<file path="src/rtl/pattern_det_pkg.sv">
// Shared types and default sizing for the pattern detector scheduler.
// The top level and the window sub-module both import this package.
package pattern_det_pkg;

    localparam int DEF_NUM_CH = 4;
    localparam int DEF_PAT_W  = 4;
    localparam int DEF_CNT_W  = 8;

    typedef enum logic [1:0] {
        IDLE,
        STREAM,
        REPORT
    } state_t;

endpackage

</file>
<file path="src/rtl/pattern_window.sv">
// Sliding bit window with fill tracking and a saturating match counter.
// A match needs a fully populated window, so the zeroed window after a clear cannot match.
module pattern_window
    import pattern_det_pkg::*;
#(
    parameter int PAT_W = DEF_PAT_W,
    parameter int CNT_W = DEF_CNT_W
) (
    input  logic             clk,
    input  logic             reset,
    input  logic             clr,
    input  logic             shift_en,
    input  logic             bit_in,
    input  logic [PAT_W-1:0] pattern,
    input  logic             overlap,
    output logic             match,
    output logic [CNT_W-1:0] match_cnt
);

    localparam int SEEN_W = $clog2(PAT_W + 1);

    logic [PAT_W-1:0]  window;
    logic [PAT_W-1:0]  window_shift;
    logic [SEEN_W-1:0] seen_cnt;
    logic [SEEN_W-1:0] seen_next;

    always_comb begin
        window_shift = (window << 1) | PAT_W'(bit_in);
        seen_next    = (seen_cnt == SEEN_W'(PAT_W)) ? seen_cnt : seen_cnt + 1'b1;
        match        = shift_en && (window_shift == pattern) && (seen_next == SEEN_W'(PAT_W));
    end

    // Without overlap the window restarts empty, so the next match needs PAT_W fresh bits.
    always_ff @(posedge clk) begin
        if (reset || clr) begin
            window    <= '0;
            seen_cnt  <= '0;
            match_cnt <= '0;
        end else if (shift_en) begin
            if (match && !overlap) begin
                window   <= '0;
                seen_cnt <= '0;
            end else begin
                window   <= window_shift;
                seen_cnt <= seen_next;
            end
            if (match && (match_cnt != '1)) begin
                match_cnt <= match_cnt + 1'b1;
            end
        end
    end

endmodule

</file>
<file path="src/rtl/pattern_det_sched.sv">
// Round-robin scheduler granting one serial channel at a time to a pattern window
// and reporting the per-frame match count through a valid/ready result port.
module pattern_det_sched
    import pattern_det_pkg::*;
#(
    parameter int NUM_CH = DEF_NUM_CH,
    parameter int PAT_W  = DEF_PAT_W,
    parameter int CNT_W  = DEF_CNT_W
) (
    input  logic                      clk,
    input  logic                      reset,
    input  logic [PAT_W-1:0]          cfg_pattern,
    input  logic                      cfg_overlap,
    input  logic [NUM_CH-1:0]         req_valid,
    input  logic [NUM_CH-1:0]         req_bit,
    input  logic [NUM_CH-1:0]         req_last,
    output logic [NUM_CH-1:0]         req_ready,
    output logic                      res_valid,
    output logic [$clog2(NUM_CH)-1:0] res_ch,
    output logic [CNT_W-1:0]          res_count,
    input  logic                      res_ready,
    output logic                      busy
);

    localparam int CH_W = $clog2(NUM_CH);

    state_t            state;
    logic [CH_W-1:0]   rr_ptr;
    logic [CH_W-1:0]   grant_ch;
    logic [CH_W-1:0]   pick;
    logic [CH_W-1:0]   cand;
    logic [CH_W-1:0]   next_ptr;
    logic              found;
    logic [PAT_W-1:0]  pat_q;
    logic              ovl_q;
    logic              accept;
    logic              clr;
    logic              match;
    logic [CNT_W-1:0]  match_cnt;
    logic [CNT_W-1:0]  final_cnt;

    // First requester at or after rr_ptr, scanning upward with wrap.
    always_comb begin
        pick  = rr_ptr;
        cand  = '0;
        found = 1'b0;
        for (int i = 0; i < NUM_CH; i++) begin
            cand = CH_W'((int'(rr_ptr) + i) % NUM_CH);
            if (!found && req_valid[cand]) begin
                pick  = cand;
                found = 1'b1;
            end
        end
    end

    always_comb begin
        accept    = (state == STREAM) && req_valid[grant_ch] && req_ready[grant_ch];
        clr       = (state == IDLE) && (|req_valid);
        next_ptr  = (grant_ch == CH_W'(NUM_CH - 1)) ? '0 : grant_ch + 1'b1;
        final_cnt = (match && (match_cnt != '1)) ? match_cnt + 1'b1 : match_cnt;
    end

    pattern_window #(
        .PAT_W (PAT_W),
        .CNT_W (CNT_W)
    ) u_window (
        .clk       (clk),
        .reset     (reset),
        .clr       (clr),
        .shift_en  (accept),
        .bit_in    (req_bit[grant_ch]),
        .pattern   (pat_q),
        .overlap   (ovl_q),
        .match     (match),
        .match_cnt (match_cnt)
    );

    // The result count is captured with the last beat's own match folded in.
    always_ff @(posedge clk) begin
        if (reset) begin
            state     <= IDLE;
            rr_ptr    <= '0;
            grant_ch  <= '0;
            pat_q     <= '0;
            ovl_q     <= 1'b0;
            req_ready <= '0;
            res_valid <= 1'b0;
            res_ch    <= '0;
            res_count <= '0;
            busy      <= 1'b0;
        end else begin
            case (state)
                IDLE: begin
                    if (|req_valid) begin
                        grant_ch  <= pick;
                        pat_q     <= cfg_pattern;
                        ovl_q     <= cfg_overlap;
                        req_ready <= NUM_CH'(1) << pick;
                        busy      <= 1'b1;
                        state     <= STREAM;
                    end
                end
                STREAM: begin
                    if (accept && req_last[grant_ch]) begin
                        req_ready <= '0;
                        res_valid <= 1'b1;
                        res_ch    <= grant_ch;
                        res_count <= final_cnt;
                        state     <= REPORT;
                    end
                end
                REPORT: begin
                    if (res_ready) begin
                        res_valid <= 1'b0;
                        res_count <= '0;
                        busy      <= 1'b0;
                        rr_ptr    <= next_ptr;
                        state     <= IDLE;
                    end
                end
                default: state <= IDLE;
            endcase
        end
    end

endmodule
</file>
<file path="config.mk">
export PLATFORM = sky130hd
export DESIGN_NAME = pattern_det_sched
export DESIGN_NICKNAME = d
export VERILOG_FILES = /design/src/rtl/pattern_det_pkg.sv /design/src/rtl/pattern_window.sv /design/src/rtl/pattern_det_sched.sv
export SDC_FILE = /design/constraint.sdc
export NUM_CORES = 1
export LEC_CHECK = 0
export ABC_CLOCK_PERIOD_IN_PS = 7790
export CAP_MARGIN = 20
export CORE_ASPECT_RATIO = 0.6
export CORE_MARGIN = 5
export CORE_UTILIZATION = 55
export DETAILED_ROUTE_END_ITERATION = 12
export MAX_ROUTING_LAYER = met4
export PLACE_DENSITY = 0.93
export SYNTH_ARGS = -nofsm -noshare
export SYNTH_HDL_FRONTEND = slang
export SYNTH_SLANG_ARGS = --single-unit
</file>
<file path="constraint.sdc">
create_clock -name clk -period 7.79 [get_ports clk]
set_input_delay 0.779 -clock clk [delete_from_list [all_inputs] [get_ports clk]]
set_output_delay 0.779 -clock clk [all_outputs]
set_load 0.01 [all_outputs]
</file>
==> results of run 1 <==
==> worst max-delay path, stage by stage <==
cell,delay (ns)
sky130_fd_sc_hd__clkdlybuf4s50_1,0.58
sky130_fd_sc_hd__nand2_1,0.10
sky130_fd_sc_hd__o21ai_0,0.23
sky130_fd_sc_hd__o211ai_1,0.35
sky130_fd_sc_hd__or4_4,0.66
sky130_fd_sc_hd__or3_1,0.33
sky130_fd_sc_hd__a21oi_1,0.16
==> placed cells by master, fill, tap and decap left out, types with 4 or more instances in the layout <==
cell type	netlist	routed
sky130_fd_sc_hd__a21oi_1	14	14
sky130_fd_sc_hd__clkbuf_8	0	6
sky130_fd_sc_hd__clkdlybuf4s50_1	0	35
sky130_fd_sc_hd__dfxtp_1	41	41
sky130_fd_sc_hd__ha_1	4	4
sky130_fd_sc_hd__inv_1	6	6
sky130_fd_sc_hd__mux2i_1	13	13
sky130_fd_sc_hd__nand2_1	24	24
sky130_fd_sc_hd__nand2b_1	4	4
sky130_fd_sc_hd__nand3_1	16	16
sky130_fd_sc_hd__nor2_1	29	29
sky130_fd_sc_hd__o21ai_0	8	8
sky130_fd_sc_hd__o21ai_1	6	6
sky130_fd_sc_hd__xor2_1	7	7
==> power breakdown <==
group / switching, W / total, W / internal (W)
Sequential: 0.00000535 / 0.000219 / 0.000214
Combinational: 0.0000211 / 0.0000429 / 0.0000217
Clock: 0.0000739 / 0.000178 / 0.000104
Total: 0.000100 / 0.000440 / 0.000340
==> cell type report <==
cell class / count / area share (%)
Inverter: 6 / 0.935
Tap cell: 45 / 2.34
Sequential cell: 41 / 34.1
Multi-Input combinational cell: 168 / 43.1
Clock buffer: 6 / 3.43
Clock inverter: 2 / 1.56
Timing Repair Buffer: 35 / 14.5
==> final timing paths <==
| path | from | to | slack, ns | depth (start not counted) |
|---|---|---|---|---|
| max reg2reg | u_window.seen_cnt[0] | u_window.match_cnt[5] | 4.96 | 8 |
| min reg2reg | res_count[7] | res_count[7] | 0.45 | 2 |
| min | res_count[7] | res_count[7] | 0.45 | 2 |
| max | req_valid[0] | u_window.match_cnt[5] | 4.82 | 7 |
==> synth_stat cells, types with 3 or more instances <==
cell type,instances
sky130_fd_sc_hd__nand2_1,24
sky130_fd_sc_hd__nor2b_1,3
sky130_fd_sc_hd__o21ai_1,6
sky130_fd_sc_hd__a21oi_1,14
sky130_fd_sc_hd__xnor2_1,3
sky130_fd_sc_hd__dfxtp_1,41
sky130_fd_sc_hd__nand2b_1,4
sky130_fd_sc_hd__xor2_1,7
sky130_fd_sc_hd__inv_1,6
sky130_fd_sc_hd__mux2i_1,13
sky130_fd_sc_hd__nor3_1,3
sky130_fd_sc_hd__clkbuf_1,7
sky130_fd_sc_hd__nand3_1,16
sky130_fd_sc_hd__nor2_1,29
sky130_fd_sc_hd__o21ai_0,8
sky130_fd_sc_hd__nor4_1,3
sky130_fd_sc_hd__ha_1,4
sky130_fd_sc_hd__or3_1,3
sky130_fd_sc_hd__a31oi_1,3
==> cell families (layout without fill, tap and decap cells) <==
| kind of cell | count (synthesis) | after routing | share of synthesized area, % |
|---|---|---|---|
| multiplexers | 15 | 15 | 9.11 |
| AND/OR/NAND/NOR | 96 | 96 | 24.3 |
| XOR/XNOR | 10 | 10 | 4.55 |
| AO/OA/AOI/OAI | 43 | 43 | 13.4 |
| flip-flops | 41 | 41 | 42.7 |
| adder cells (fa/ha/maj) | 4 | 4 | 2.60 |
| buffers and inverters | 15 | 49 | 3.32 |
==> metrics by stage <==
stage               area, um2  utilization (%)
global route             2410             72.9
floorplan                1920                -
detailed placement       2290             69.3
finish                   2410             72.9
CTS                      2410             72.9
global placement         2290             69.3
==> registers in the layout (all words and copies together) (netlist names), 3 cells and up <==
name	cells
res_count	8
u_window.match_cnt	8
pat_q	4
req_ready	4
u_window.seen_cnt	3
u_window.window	3
==> per-layer routing <==
layer,GRT usage (%),part of all wire (%)
met1,28.1,47
met2,27.9,41
met3,7.40,10
met4,5.56,1.5
met5,-,0
==> out/results.md, run 1 <==
| Metric | Reported |
|:---|:---|
| DR WL/cell | 15.2 um |
| Post-CTS sizing | 0 |
| Final setup slack of the worst path | 4.82 ns |
| Height of the chip | 55.8 um |
| Routed wire length | 4.61 mm |
| Clk Tree Root Cell | sky130_fd_sc_hd__clkbuf_8 |
| Ratio of final minimum period to clock period | 38.2% |
| Sinks on Clock Net | 41 |
| Register area share after synthesis | 42.7% |
| Required arrival time at the worst endpoint | 8.00 ns |
| Post-synth top flop | sky130_fd_sc_hd__dfxtp_1 |
| Area of the die | 0.00482 mm2 |
| Worst-case hold slack | 0.454 ns |
| Post-layout net count | 281 |
| Antenna violations before repair | 0 |
| Via count | 1710 |
| Pin count of the biggest net entering global routing | 23 |
| Final GP Congestion | 0.874 |
| Highest net fanout along the worst path | 11 |
| Async set or reset register ratio after synthesis | 0% |
| Number of maximum-capacitance violations | 0 |
| Setup TNS | 0 ns |
| Clock insertion delay at the later pin of the skew report | 0.29 ns |
| Count of endpoints failing hold in the final timing report | 0 |
| First drt pass iteration count | 4 |
| Top cell type by total area after synthesis | sky130_fd_sc_hd__dfxtp_1 |
| Setup skew after layout | 0.00601 ns |
| Routed vias/inst | 5.64 |
| Layout cell share with drive strength beyond 1 | 6.20% |
| Average size of a mapped cell | 8.59 um2 |
| Post-detailed-placement half-perimeter wirelength | 3.51 mm |
| Number of violations reported at the end of detailed-routing iteration 0 | 147 |
| Clock tree from TritonCTS | yes |
| Leakage power | 0.894 nW |
| Initial Util | 58.2% |
| Max Clk Rate | 336 MHz |
| Sequential cell area | 821 um2 |
| Max transition margin | 45.6% |
| Tot Pwr | 0.000440 W |
| Outcome | finished clean |
| Post-synth cell types | 39 |
| Placed cell count | 295 |
| Power Dens Cells | 183 mW/mm2 |
| TritonCTS buffer count | 5 |
| Total of endpoints with negative setup slack in the final report | 0 |
| Data arrival time of the critical path | 3.19 ns |
| Yosys top cell area share | 42.7% |
| Post-synth net total | 248 |
| Core region area | 0.00330 mm2 |
| Row count | 16 |
| Top-level I/O count | 36 |
| Clock Pin Slew Worst Setup and Hold Paths | 0.08 ns |
| First-pass GRT wire length | 7.69 mm |
| Unrepaired setup endpoints after global routing | no |
| Worst-margin pin slew | 0.813 ns |
| Final routed DRC violation total | 0 |
| Post-route insts no fill | 303 |
| Post-synthesis to final-layout area growth | 25.2% |
| Horiz. Die Dim | 86.3 um |
| Combined area of the multi-input logic cells | 0.00104 mm2 |
| Number of filler cells placed in the layout | 252 |
| Critical setup path kind | input port to register |
| Worst hold path class | register to register |
| Minimum setup slack after placement | 4.56 ns |
| Port Buffer Count | 35 |
| CP endpoint kind | register |
| Final slew viol count | 0 |
| Post-Syn Instances | 224 |
| Minimum clock period | 2.97 ns |
| Number of buffers inserted by post-CTS setup repair | 0 |
| Category of the worst setup path launch point | input port |
| H-tree level count | 2 |
| Total gr overflow | 0 |
| Synth Register Bits | 41 |
| Peak supply drop | 0.131 mV |
| Antenna Violating Nets Remaining | 0 |
| Synth warnings | 0 |
| Number of hold buffers added after CTS | 0 |
| Overall Global Routing Usage | 20.4% |
| Cell area after technology mapping | 0.00192 mm2 |
| Worst-case clock buffer depth | 2 |
| Number of global-route vias before repair | 1646 |
| Number of antenna repair diodes | 0 |
| Number of enable flip-flop cells after synthesis | 0 |
| Largest cells by area after synthesis | sky130_fd_sc_hd__dfxtp_1, sky130_fd_sc_hd__mux2i_1, sky130_fd_sc_hd__nor2_1, sky130_fd_sc_hd__nand2_1, sky130_fd_sc_hd__nand3_1 |
No activity file was read; power rests on OpenSTA's default activity.
==> run 2: changes to the inputs <==
- ABC_CLOCK_PERIOD_IN_PS: 7790 -> 2600
- CORE_UTILIZATION: 55 -> 46
- PLACE_DENSITY: 0.93 -> 0.84
- clock period: 7.79 -> 2.6 ns (I/O delays scaled with it)
==> out/results.md, run 2 (synthesized netlist as in run 1, its figures left out) <==
| Metric | Reported |
|:---|:---|
| Outcome | finished clean |
| Clock tree from TritonCTS | yes |
| Registers with the most flip-flops | res_count x8, u_window.match_cnt x8 |
| Setup TNS | 0 ns |
| Clock insertion delay at the later pin of the skew report | 0.30 ns |
| Critical Path Slowest Stage Cell | sky130_fd_sc_hd__or4b_1 |
| Required arrival time at the worst endpoint | 2.77 ns |
| Post-detailed-placement half-perimeter wirelength | 3.46 mm |
| Number of buffers inserted by post-CTS setup repair | 0 |
| First drt pass iteration count | 5 |
| Number of hold buffers added after CTS | 0 |
| Max transition margin | 62.8% |
| Routed vias/inst | 5.31 |
| Delay of the slowest cell on the worst path | 0.53 ns |
| Core region area | 0.00408 mm2 |
| Worst-case reg-to-reg path depth | 9 |
| Number of antenna repair diodes | 0 |
| Number of violations reported at the end of detailed-routing iteration 0 | 56 |
| Highest net fanout along the worst path | 6 |
| Post-synthesis to final-layout area growth | 31.2% |
| Initial Util | 47.2% |
| Post-CTS sizing | 0 |
| CP top delay family | simple AND/OR/NAND/NOR gates |
| Row count | 18 |
| Worst-margin pin slew | 0.559 ns |
| List of cells traversed by the critical path | inv_1 -> ha_1 -> or3b_2 -> a31oi_4 -> nand3_2 -> buf_4 -> or4b_1 -> xor2_1 -> o21ai_1 |
| Final GP Congestion | 0.870 |
| Unrepaired setup endpoints after global routing | no |
| Category of the worst setup path launch point | register |
| Buffers plus inverters on the worst setup path | 2 |
| Number of maximum-capacitance violations | 0 |
| Power Dens Cells | 525 mW/mm2 |
| Number of logic stages on the critical path including buffering | 9 |
| Area of the die | 0.00562 mm2 |
| TritonCTS buffer count | 5 |
| DR WL/cell | 13.5 um |
| Total of endpoints with negative setup slack in the final report | 0 |
| Count of endpoints failing hold in the final timing report | 0 |
| Critical setup path kind | register to register |
| Final routed DRC violation total | 0 |
| Worst-case clock buffer depth | 2 |
| Ratio of final minimum period to clock period | 95.5% |
| Layout cell share with drive strength beyond 1 | 10.8% |
| Pin count of the biggest net entering global routing | 15 |
| Setup skew after layout | 0.0107 ns |
| Tot Pwr | 0.00132 W |
| Routed wire length | 4.42 mm |
| Antenna Violating Nets Remaining | 0 |
| H-tree level count | 2 |
| Clk Tree Root Cell | sky130_fd_sc_hd__clkbuf_8 |
| Post-layout net count | 291 |
| Port Buffer Count | 35 |
| Via count | 1741 |
| Final slew viol count | 0 |
| Worst hold path class | register to register |
| Clock Pin Slew Worst Setup and Hold Paths | 0.07 ns |
| Most common cell after layout, fill and taps aside | sky130_fd_sc_hd__dfxtp_1 |
| Total gr overflow | 0 |
| Peak supply drop | 0.265 mV |
| Horiz. Die Dim | 93.5 um |
| Sinks on Clock Net | 41 |
| Top-level I/O count | 36 |
| Max Clk Rate | 403 MHz |
| Top library cells by usage in the layout, fill and taps aside | sky130_fd_sc_hd__dfxtp_1, sky130_fd_sc_hd__clkdlybuf4s50_1, sky130_fd_sc_hd__nor2_1 |
| Antenna violations before repair | 0 |
| Leakage power | 0.946 nW |
| Overall Global Routing Usage | 17.6% |
| CP endpoint kind | register |
| Data arrival time of the critical path | 2.65 ns |
| Minimum clock period | 2.48 ns |
| First-pass GRT wire length | 7.31 mm |
| Hold Path Stages | 2 |
| Height of the chip | 60.1 um |
| Number of global-route vias before repair | 1602 |
-- run 2: per-stage QoR --
stage / area [um2] / std cells / worst slack (ns) / hold slack (ns) / util [%]
2_1_floorplan: 1920 / 224 / 0.133 / 0.404 / -
3_3_place_gp: 2380 / 320 / 0.0470 / 0.436 / 58.4
3_5_place_dp: 2380 / 320 / 0.0391 / 0.443 / 58.4
4_1_cts: 2500 / 328 / 0.0189 / 0.454 / 61.3
5_1_grt: 2520 / 328 / 0.00684 / 0.470 / 61.9
6_report: 2520 / 328 / 0.117 / 0.448 / 61.9
-- run 2: path summary, 6_finish.rpt --
| path | start | end | slack (ns) |
|---|---|---|---|
| setup / recovery | u_window.seen_cnt[0] | res_count[2] | 0.12 |
| hold / removal | res_count[3] | res_count[3] | 0.45 |
| setup reg to reg | u_window.seen_cnt[0] | res_count[2] | 0.12 |
| hold reg to reg | res_count[3] | res_count[3] | 0.45 |
-- run 2: where the power goes --
group	internal, W	switching (W)
logic	0.0000734	0.0000680
registers	0.000641	0.0000114
clock network	0.000313	0.000218
total	0.00103	0.000297
-- run 2: final cells by class --
type / instances / area (um2)
fillers: 359 / 1550
multi-input cells: 168 / 1060
flip-flops and latches: 41 / 823
repair buffers: 45 / 425
clock buffers: 7 / 86.3
well taps: 60 / 75.1
clock inverters: 1 / 30.0
inverters: 6 / 22.5
-- run 2: tightest hold or removal path: stages (launching register included) --
cell,delay (ns)
sky130_fd_sc_hd__dfxtp_1,0.31
sky130_fd_sc_hd__nand2_1,0.05
sky130_fd_sc_hd__o21ai_1,0.05
-- run 2: layer usage --
metal  routed length (um)  GRT usage (%)  share of wire (%)  vias up
li1                     -              -                  -      870
met1                 2090           22.8                 47      804
met2                 1890           25.8                 43       59
met3                  398           5.91                9.0        8
met4                   45           5.85                1.0        0
met5                    0              -                  0        -
==> run 3: changes to the inputs <==
- CORE_ASPECT_RATIO: 0.6 -> unset
- GPL_ROUTABILITY_DRIVEN: unset -> 0
==> out/results.md, run 3 (synthesized netlist as in run 1, its figures left out) <==
| Metric | Reported |
|:---|:---|
| Met1 track demand over resource in global routing | 20.9% |
| Category of the worst setup path launch point | register |
| Int Power | 0.000954 W |
| First-pass GRT wire length | 7.48 mm |
| Setup TNS | 0 ns |
| CP endpoint kind | register |
| Number of violations reported at the end of detailed-routing iteration 0 | 110 |
| GR met3 Demand/Resource | 4.41% |
| Initial Util | 47.7% |
| Ratio of final minimum period to clock period | 98.1% |
| Outcome | finished clean |
| Total of endpoints with negative setup slack in the final report | 0 |
| Core region area | 0.00403 mm2 |
| Combinational group share of total power | 11.5% |
| Antenna violations before repair | 0 |
| Most common cell after layout, fill and taps aside | sky130_fd_sc_hd__dfxtp_1 |
| Worst-case clock buffer depth | 2 |
| TritonCTS buffer count | 5 |
| Clock Pin Slew Worst Setup and Hold Paths | 0.08 ns |
| Buffers plus inverters on the worst setup path | 1 |
| Number of global-route vias before repair | 1720 |
| Top-level I/O count | 36 |
| Top library cells by usage in the layout, fill and taps aside | sky130_fd_sc_hd__dfxtp_1, sky130_fd_sc_hd__clkdlybuf4s50_1, sky130_fd_sc_hd__nor2_1 |
| Number of logic stages on the critical path including buffering | 8 |
| Count of endpoints failing hold in the final timing report | 0 |
| Highest net fanout along the worst path | 6 |
| Max Clk Rate | 392 MHz |
| Horiz. Die Dim | 74.7 um |
| Clock insertion delay at the later pin of the skew report | 0.29 ns |
| Number of antenna repair diodes | 0 |
| Post-layout net count | 291 |
| Height of the chip | 74.7 um |
| Critical setup path kind | register to register |
| Power Dens Cells | 501 mW/mm2 |
| Via count | 1722 |
| Post-detailed-placement half-perimeter wirelength | 3.28 mm |
| Portion of total power attributed to sequential cells | 52.1% |
| Switching component of the power | 0.000296 W |
| Delay of the slowest cell on the worst path | 0.57 ns |
| Peak supply drop | 0.292 mV |
| Critical hold path startpoint | res_count[3] |
| Area of the die | 0.00557 mm2 |
| Number of maximum-capacitance violations | 0 |
| Clk Tree Root Cell | sky130_fd_sc_hd__clkbuf_8 |
| Routed wire length | 4.42 mm |
| Total gr overflow | 0 |
| First drt pass iteration count | 4 |
| Row count | 23 |
| Layout cell share with drive strength beyond 1 | 11.6% |
| Sinks on Clock Net | 41 |
| Reg-to-reg critical path startpoint | u_window.seen_cnt[0] |
| Crit path to | u_window.match_cnt[5] |
| Number of hold buffers added after CTS | 0 |
| CP top delay family | simple AND/OR/NAND/NOR gates |
| Antenna Violating Nets Remaining | 0 |
| Fraction of power spent switching nets | 23.7% |
| Post-synthesis to final-layout area growth | 29.8% |
| H-tree level count | 2 |
| Pin count of the biggest net entering global routing | 15 |
| Setup skew after layout | 0.00595 ns |
| Global-route track usage on met2 | 30.2% |
| Minimum clock period | 2.55 ns |
| Final routed DRC violation total | 0 |
| Number of filler cells placed in the layout | 356 |
| Clock tree from TritonCTS | yes |
| Worst-case reg-to-reg path depth | 8 |
| Tot Pwr | 0.00125 W |
| Registers with the most flip-flops | res_count x8, u_window.match_cnt x8 |
| Endpoint of the worst-slack reg-to-reg timing path | u_window.match_cnt[5] |
| Proportion of power drawn by the clock network | 36.4% |
| Routed vias/inst | 5.42 |
| Worst-margin pin slew | 0.602 ns |
| Max transition margin | 59.9% |
| Data arrival time of the critical path | 2.77 ns |
| Worst Setup SP | u_window.seen_cnt[0] |
| Final slew viol count | 0 |
| DR WL/cell | 13.9 um |
| Required arrival time at the worst endpoint | 2.82 ns |
| Leakage power | 0.942 nW |
| Busiest grt layer | met2 |
| Setup slack, reg-to-reg | 0.05 ns |
| List of cells traversed by the critical path | inv_1 -> ha_1 -> or3b_2 -> a31oi_2 -> nand3_2 -> or4_4 -> or3_1 -> a21oi_2 |
| Worst hold path class | register to register |
| Port Buffer Count | 35 |
| Overall Global Routing Usage | 17.9% |
| Critical Path Slowest Stage Cell | sky130_fd_sc_hd__or4_4 |
==> run 3: layer usage <==
metal  vias up  wire, um
met1       799      1960
met4         0        61
met2        46      2160
li1        872         -
met3         5       239
met5         -         0
==> run 3: how the worst min path moves through the flow <==
stage              endpoint  slack, ns  cells past startpoint
2_1_floorplan         ovl_q       0.40                      2
3_3_place_gp   res_count[1]       0.44                      2
3_5_place_dp   res_count[3]       0.45                      2
4_1_cts        res_count[3]       0.46                      2
5_1_grt        res_count[7]       0.47                      2
6_report       res_count[3]       0.45                      2
==> run 3: area by class of cell <==
type,instances,area (um2),share of cell area [%]
repair buffers,45,425,17.0
clock inverters,1,5.00,0.201
multi-input cells,168,1060,42.5
well taps,50,62.6,2.51
flip-flops and latches,41,825,33.0
clock buffers,7,96.3,3.86
inverters,6,22.5,0.902
==> run 3: worst min-delay path, stage by stage (launching register included) <==
cell and delay (ns):
sky130_fd_sc_hd__dfxtp_1 0.31, sky130_fd_sc_hd__nand2_1 0.05, sky130_fd_sc_hd__o21ai_1 0.05
==> run 3: per-stage QoR <==
step | hold WS (ns) | worst slack [ns] | cells | area (um2) | utilization [%]
2_1_floorplan | 0.404 | 0.133 | 224 | 1920 | -
3_3_place_gp | 0.436 | 0.0610 | 310 | 2370 | 58.8
3_5_place_dp | 0.446 | 0.00350 | 310 | 2370 | 58.8
4_1_cts | 0.457 | 0.00696 | 318 | 2470 | 61.3
5_1_grt | 0.473 | -0.0512 | 318 | 2500 | 62.0
6_report | 0.450 | 0.0505 | 318 | 2500 | 62.0
==> run 3: power by group through the flow <==
stage / clock (W) / combinational [W] / sequential (W)
after floorplan: 0 / 0.0000738 / 0.000667
after global placement: 0 / 0.000139 / 0.000667
after CTS: 0.000465 / 0.000143 / 0.000653
final: 0.000455 / 0.000144 / 0.000652
after global routing: 0.000489 / 0.000157 / 0.000654
after detailed placement: 0 / 0.000142 / 0.000667
==> run 3: repair_timing <==
item	in CTS	in global routing
setup buffers	0	0
endpoints found under the setup margin	0	11
gates resized for setup	0	6
